### src/rtl/spi_write_sequencer_if.sv
// Command bus between the write sequencer and the SPI write master.
// The sequencer drives one frame at a time and the master answers with a done pulse.
interface spi_write_sequencer_if #(
  parameter int ADDR_BITS = 8,
  parameter int DATA_BITS = 16,
  parameter int RATIO_W   = 8
);
  logic                 spi_start;
  logic [ADDR_BITS-1:0] spi_address;
  logic [DATA_BITS-1:0] spi_data;
  logic [RATIO_W-1:0]   spi_ratio;
  logic                 spi_done;

  modport master (
    output spi_start,
    output spi_address,
    output spi_data,
    output spi_ratio,
    input  spi_done
  );

  modport slave (
    input  spi_start,
    input  spi_address,
    input  spi_data,
    input  spi_ratio,
    output spi_done
  );
endinterface

### src/rtl/spi_write_sequencer.sv
// Queues {address,data} register writes and issues them one at a time to the SPI write master.
// Define SPI_SEQ_TIMEOUT_EN to add a watchdog that abandons a frame and raises sticky timeout_err.
module spi_write_sequencer #(
  parameter int DATA_BITS = 16,
  parameter int ADDR_BITS = 8,
  parameter int RATIO_W   = 8,
  parameter int DEPTH     = 8,
  parameter int TIMEOUT   = 1023
) (
  input  logic                   clk,
  input  logic                   reset,
  input  logic                   wr_en,
  input  logic [ADDR_BITS-1:0]   wr_addr,
  input  logic [DATA_BITS-1:0]   wr_data,
  input  logic [RATIO_W-1:0]     cfg_ratio,
  output logic                   full,
  output logic                   empty,
  output logic [$clog2(DEPTH):0] level,
  output logic                   overflow,
  output logic                   seq_busy,
  spi_write_sequencer_if.master  spi
`ifdef SPI_SEQ_TIMEOUT_EN
  ,
  output logic                   timeout_err
`endif
);

  localparam int PTR_W = $clog2(DEPTH);
  localparam logic [PTR_W:0]   FULL_LEVEL = (PTR_W + 1)'(DEPTH);
  localparam logic [PTR_W:0]   LEVEL_ONE  = (PTR_W + 1)'(1);
  localparam logic [PTR_W-1:0] PTR_ONE    = PTR_W'(1);

  if (DEPTH < 2 || (DEPTH & (DEPTH - 1)) != 0 || TIMEOUT < 1) begin : g_bad_params
    $error("spi_write_sequencer: DEPTH must be a power of two >= 2 and TIMEOUT >= 1");
  end

  typedef enum logic {
    S_IDLE,
    S_WAIT
  } state_t;

  state_t               state;
  logic [PTR_W-1:0]     rd_ptr;
  logic [PTR_W-1:0]     wr_ptr;
  logic [ADDR_BITS-1:0] addr_mem [DEPTH];
  logic [DATA_BITS-1:0] data_mem [DEPTH];
  logic                 push;
  logic                 pop;

`ifdef SPI_SEQ_TIMEOUT_EN
  localparam int TO_W = ($clog2(TIMEOUT + 1) > 10) ? $clog2(TIMEOUT + 1) : 10;
  localparam logic [TO_W-1:0] TO_LAST = TO_W'(TIMEOUT - 1);
  localparam logic [TO_W-1:0] TO_ONE  = TO_W'(1);
  logic [TO_W-1:0] wait_cnt;
`endif

  assign full     = (level == FULL_LEVEL);
  assign empty    = (level == '0);
  assign push     = wr_en && !full;
  assign pop      = (state == S_IDLE) && !empty;
  assign seq_busy = (state != S_IDLE) || !empty;

  // Storage has no reset; validity is tracked entirely by the pointers and level.
  always_ff @(posedge clk) begin
    if (push) begin
      addr_mem[wr_ptr] <= wr_addr;
      data_mem[wr_ptr] <= wr_data;
    end
  end

  always_ff @(posedge clk) begin
    if (reset) begin
      state           <= S_IDLE;
      rd_ptr          <= '0;
      wr_ptr          <= '0;
      level           <= '0;
      overflow        <= 1'b0;
      spi.spi_start   <= 1'b0;
      spi.spi_address <= '0;
      spi.spi_data    <= '0;
      spi.spi_ratio   <= '0;
`ifdef SPI_SEQ_TIMEOUT_EN
      wait_cnt        <= '0;
      timeout_err     <= 1'b0;
`endif
    end else begin
      if (push) begin
        wr_ptr <= wr_ptr + PTR_ONE;
      end
      if (wr_en && full) begin
        overflow <= 1'b1;
      end
      if (pop) begin
        rd_ptr <= rd_ptr + PTR_ONE;
      end
      if (push && !pop) begin
        level <= level + LEVEL_ONE;
      end else if (pop && !push) begin
        level <= level - LEVEL_ONE;
      end

      spi.spi_start <= 1'b0;
      case (state)
        S_IDLE: begin
          // The head leaves the queue at launch; the master holds these until done.
          if (!empty) begin
            spi.spi_address <= addr_mem[rd_ptr];
            spi.spi_data    <= data_mem[rd_ptr];
            spi.spi_ratio   <= cfg_ratio;
            spi.spi_start   <= 1'b1;
            state           <= S_WAIT;
`ifdef SPI_SEQ_TIMEOUT_EN
            wait_cnt        <= '0;
`endif
          end
        end
        S_WAIT: begin
          if (spi.spi_done) begin
            state <= S_IDLE;
          end
`ifdef SPI_SEQ_TIMEOUT_EN
          else if (wait_cnt == TO_LAST) begin
            timeout_err <= 1'b1;
            state       <= S_IDLE;
          end else begin
            wait_cnt <= wait_cnt + TO_ONE;
          end
`endif
        end
        default: state <= S_IDLE;
      endcase
    end
  end

endmodule

### src/flat_wrapper.sv
// flat-port wrapper written by rule: the top's interface ports become plain ports
module spi_write_sequencer_flat 
#(
  parameter int DATA_BITS = 16,
  parameter int ADDR_BITS = 8,
  parameter int RATIO_W   = 8,
  parameter int DEPTH     = 8,
  parameter int TIMEOUT   = 1023
)
  (clk, reset, wr_en, wr_addr, wr_data, cfg_ratio, full, empty, level, overflow, seq_busy, spi_spi_start, spi_spi_address, spi_spi_data, spi_spi_ratio, spi_spi_done);
  spi_write_sequencer_if #(.ADDR_BITS(ADDR_BITS), .DATA_BITS(DATA_BITS), .RATIO_W(RATIO_W)) spi_i ();
  input  logic clk;
  input  logic reset;
  input  logic wr_en;
  input  logic [ADDR_BITS-1:0] wr_addr;
  input  logic [DATA_BITS-1:0] wr_data;
  input  logic [RATIO_W-1:0] cfg_ratio;
  output logic full;
  output logic empty;
  output logic [$clog2(DEPTH):0] level;
  output logic overflow;
  output logic seq_busy;
  output wire logic [$bits(spi_i.spi_start)-1:0] spi_spi_start;
  output wire logic [$bits(spi_i.spi_address)-1:0] spi_spi_address;
  output wire logic [$bits(spi_i.spi_data)-1:0] spi_spi_data;
  output wire logic [$bits(spi_i.spi_ratio)-1:0] spi_spi_ratio;
  input wire logic [$bits(spi_i.spi_done)-1:0] spi_spi_done;
  assign spi_spi_start = spi_i.spi_start;
  assign spi_spi_address = spi_i.spi_address;
  assign spi_spi_data = spi_i.spi_data;
  assign spi_spi_ratio = spi_i.spi_ratio;
  assign spi_i.spi_done = spi_spi_done;
  spi_write_sequencer #(.DATA_BITS(DATA_BITS), .ADDR_BITS(ADDR_BITS), .RATIO_W(RATIO_W), .DEPTH(DEPTH), .TIMEOUT(TIMEOUT)) u_core (.clk(clk), .reset(reset), .wr_en(wr_en), .wr_addr(wr_addr), .wr_data(wr_data), .cfg_ratio(cfg_ratio), .full(full), .empty(empty), .level(level), .overflow(overflow), .seq_busy(seq_busy), .spi(spi_i));
endmodule
### config.mk
export PLATFORM = sky130hd
export DESIGN_NAME = spi_write_sequencer_flat
export DESIGN_NICKNAME = d
export VERILOG_FILES = /design/src/rtl/spi_write_sequencer_if.sv /design/src/rtl/spi_write_sequencer.sv /design/src/flat_wrapper.sv
export SDC_FILE = /design/constraint.sdc
export NUM_CORES = 1
export LEC_CHECK = 0
export BUFFER_PORTS_ARGS = -buffer_cell sky130_fd_sc_hd__buf_2
export CAP_MARGIN = 15
export CELL_PAD_IN_SITES_DETAIL_PLACEMENT = 1
export CELL_PAD_IN_SITES_GLOBAL_PLACEMENT = 1
export CORE_MARGIN = 8
export CORE_UTILIZATION = 31
export CTS_CLUSTER_DIAMETER = 40
export CTS_CLUSTER_SIZE = 20
export DETAILED_ROUTE_END_ITERATION = 8
export GPL_TIMING_DRIVEN = 0
export PLACE_DENSITY = 0.64
export SKIP_LAST_GASP = 1
export SLEW_MARGIN = 20
export SYNTH_ARGS = -nofsm -noshare
export SYNTH_HDL_FRONTEND = slang
export SYNTH_SLANG_ARGS = --single-unit
### constraint.sdc
create_clock -name clk -period 8 [get_ports clk]
set_input_delay 1.6 -clock clk [delete_from_list [all_inputs] [get_ports clk]]
set_output_delay 1.6 -clock clk [all_outputs]
set_load 0.01 [all_outputs]
==> impl_metrics.py <==
metrics = {
    "cells_and_area": {
        "seq_area_um2": 6670,
        "final_cells": 1016,
        "nets": 648,
        "nFillCells": 2832,
        "antenna_cells": 0,
        "drive_gt1_share_pct": 38.9,
        "finalInstanceArea_um2": 11200,
        "syn_to_final_growth_pct": 26.2,
        "multiInputGateArea_um2": 2100,
    },
    "detailed_routing": {
        "avgViaCountPerCell": 4.73,
        "drt-initial-drc-count": 240,
        "wl_per_cell_um": 21.3,
        "post-route-drc-count": 0,
        "wl_mm": 21.6,
        "vias": 4810,
        "drtPass1Iterations": 4,
        "antenna_left": 0,
    },
    "sta": {
        "fin_crit_sh_pct": 43.2,
        "maxSlewViolCount": 0,
        "setup_viol": 0,
        "slew-limit-headroom_pct": 39.9,
        "whs_ns": 0.453,
        "rsz0062_at_grt": "false",
        "setup_slack_ns": 4.54,
        "finalSetupTns_ns": 0,
        "tightest_slew_ns": 0.902,
        "fmax_mhz": 289,
        "finalHoldViolations": 0,
        "fin_crit_ns": 3.46,
        "fin_skew_ns": 0.0210,
    },
    "clocking": {
        "cts_buffer_depth": 3,
        "cts_resized": 0,
        "cts_setup_buffers": 0,
        "hold_buffers": 0,
        "cts_max_level": 2,
        "insertion_delay_ns": 0.50,
        "clkTransAtPathRegs_ns": 0.05,
        "cts_root_buffer": "clkbuf_16",
        "cts_tree": "yes",
        "cts_buffers": 34,
        "cts.sinks": 237,
    },
    "grt": {
        "grt_max_degree": 20,
        "grt_overflow": 0,
        "met1_usage_pct": 15.6,
        "grt_pass1_wl_mm": 32.9,
        "grt_use_met3_pct": 3.32,
        "met2_usage_pct": 22.0,
        "grt_pass1_vias": 5311,
        "grt_usage_pct": 12.9,
        "grt_antenna_before_repair": 3,
        "busiest_layer": "met2",
    },
    "worst_setup_path": {
        "cp.required_ns": 6.40,
        "slowest_delay_ns": 0.76,
        "arrival_ns": 1.86,
        "critical_path.startpoint_type": "flop",
        "cp_max_fo": 6,
        "cp_slowest_cell": "or4b_2",
        "cp-end-kind": "output port",
        "path_cells": "or4b_2 > inv_1 > buf_2",
        "path_class": "reg -> out",
    },
    "placed_design": {
        "dp_hpwl_mm": 14.4,
        "gp_congestion": 0.738,
        "dp_cells": 954,
        "io_buffers": 75,
        "place_ws_ns": 4.30,
        "dpl_cell_area_um2": 9990,
    },
    "yosys": {
        "synth_edf_count": 192,
        "synth.avg_cell_area_um2": 18.7,
        "synth_fp_nets": 517,
        "yosysSeqAreaShare_pct": 75.0,
        "yosys_most_used_dff": "edfxtp_1",
        "synth_area_um2": 8890,
        "async_flop_share_pct": 0,
        "synth_warnings": 0,
        "yosys.cell_types.count": 36,
        "synth_seq_cells": 237,
        "syn_inst": 475,
    },
    "status": {
        "status": "completed",
    },
    "power_and_ir_drop": {
        "swShare_pct": 28.5,
        "leakage_nw": 3.87,
        "p_clk_share_pct": 38.3,
        "internal_power_mw": 2.95,
        "seqPwrFrac_pct": 37.6,
        "power_switching_mw": 1.18,
        "powerDensity_nw_per_um2": 368,
        "pwr-share-comb_pct": 24.1,
        "max-vdd-ir-drop_uv": 138,
    },
    "die": {
        "core-area_um2": 28500,
        "die_w_um": 185,
        "rows": 62,
        "io-pin-count": 77,
        "initial_core_util_pct": 31.2,
        "die_area_um2": 34300,
        "die_h_um": 185,
    },
    "run": {
        "cap_violations": 0,
    },
    "min_path": {
        "hp-class": "reg -> reg",
    },
}
cell families after synthesis:
kind of cell / after synthesis / synth area share, %
AND/OR/NAND/NOR: 104 / 6.43
XOR/XNOR: 6 / 0.591
buffers and inverters: 32 / 1.91
flip-flops: 237 / 75.0
multiplexers: 50 / 12.4
adder cells (fa/ha/maj): 6 / 0.929
AO/OA/AOI/OAI: 40 / 2.70
layer usage:
metal	wire, um	vias up
met5	22	-
met1	8710	2465
li1	-	2149
met2	10800	143
met3	1520	49
met4	520	4
final timing paths:
kind / start / to / slack, ns / cells after the start
setup / recovery: u_core.level[0]$_SDFFE_PP0P_ / full / 4.54 / 3
hold / removal: u_core.spi.spi_ratio[6]$_SDFFE_PP0P_ / u_core.spi.spi_ratio[6]$_SDFFE_PP0P_ / 0.45 / 2
setup reg to reg: u_core.level[0]$_SDFFE_PP0P_ / u_core.level[3]$_SDFFE_PP0P_ / 4.86 / 10
hold reg to reg: u_core.spi.spi_ratio[6]$_SDFFE_PP0P_ / u_core.spi.spi_ratio[6]$_SDFFE_PP0P_ / 0.45 / 2
area by class of cell:
type | count | share of cell area [%]
Multi-Input combinational cell | 206 | 18.7
Clock buffer | 46 | 8.92
Clock inverter | 16 | 2.00
Sequential cell | 237 | 59.5
Inverter | 6 | 0.212
Timing Repair Buffer | 95 | 5.12
Tap cell | 384 | 4.28
Buffer | 26 | 1.31
critical path: cells and delay by family (launching register included):
kind	cells	cell delay (ns)
buf+inv	2	0.24
simple gates	1	0.76
flops	1	0.37
cell usage in the layout (no fill, tap or decap), types with 2 or more instances in the layout:
cell	netlist	final
buf_2	6	84
nor3_2	20	24
xor2_1	3	3
inv_6	0	2
edfxtp_1	192	192
nor2_4	0	3
clkbuf_16	0	37
clkinv_4	0	3
clkbuf_1	13	18
clkinv_2	1	4
clkinv_1	0	2
xnor2_1	3	3
buf_12	0	3
buf_8	2	2
ha_1	5	5
nand2b_1	2	2
o22ai_1	23	23
a21oi_1	14	14
mux4_2	48	48
nor2_1	39	36
nor3_1	8	4
clkbuf_8	0	4
bufinv_16	0	5
inv_1	5	5
buf_6	1	6
dfxtp_1	45	45
buf_4	3	12
nand3_1	3	3
nand2_1	24	24
per-stage QoR:
| stage | utilization [%] | total power, mW |
|---|---|---|
| floorplan | - | 2.23 |
| global placement | 34.2 | 2.54 |
| detailed placement | 35.1 | 2.60 |
| CTS | 39.4 | 4.20 |
| global route | 39.4 | 4.34 |
| finish | 39.4 | 4.13 |
power by group through the flow:
stage / Sequential, mW / Clock, mW / Combinational, mW
6_report: 1.55 / 1.58 / 0.994
5_1_grt: 1.57 / 1.67 / 1.10
4_1_cts: 1.55 / 1.62 / 1.03
3_5_place_dp: 1.58 / 0 / 1.02
3_3_place_gp: 1.57 / 0 / 0.970
2_1_floorplan: 1.61 / 0 / 0.627
synth_stat cells, types with 2 or more instances:
cell type	count	area share, %
edfxtp_1	192	65
mux4_2	48	12
dfxtp_1	45	10
nor2_1	39	1.6
nand2_1	24	1.0
o22ai_1	23	1.6
nor3_2	20	2.3
a21oi_1	14	0.79
clkbuf_1	13	0.55
nor3_1	8	0.45
buf_2	6	0.34
ha_1	5	0.70
inv_1	5	0.21
buf_4	3	0.25
nand3_1	3	0.17
xnor2_1	3	0.30
xor2_1	3	0.30
buf_8	2	0.34
nand2b_1	2	0.14
registers in the layout (all words and copies together), names as in the netlist:
register                flops
u_core.spi.spi_data        16
u_core.spi.spi_ratio        8
u_core.wr_ptr               3
u_core.overflow             1
u_core.state                1
u_core.data_mem           128
u_core.rd_ptr               3
u_core.level                4
u_core.spi.spi_start        1
u_core.spi.spi_address      8
u_core.addr_mem            64
(Power assumes the default switching activity.)
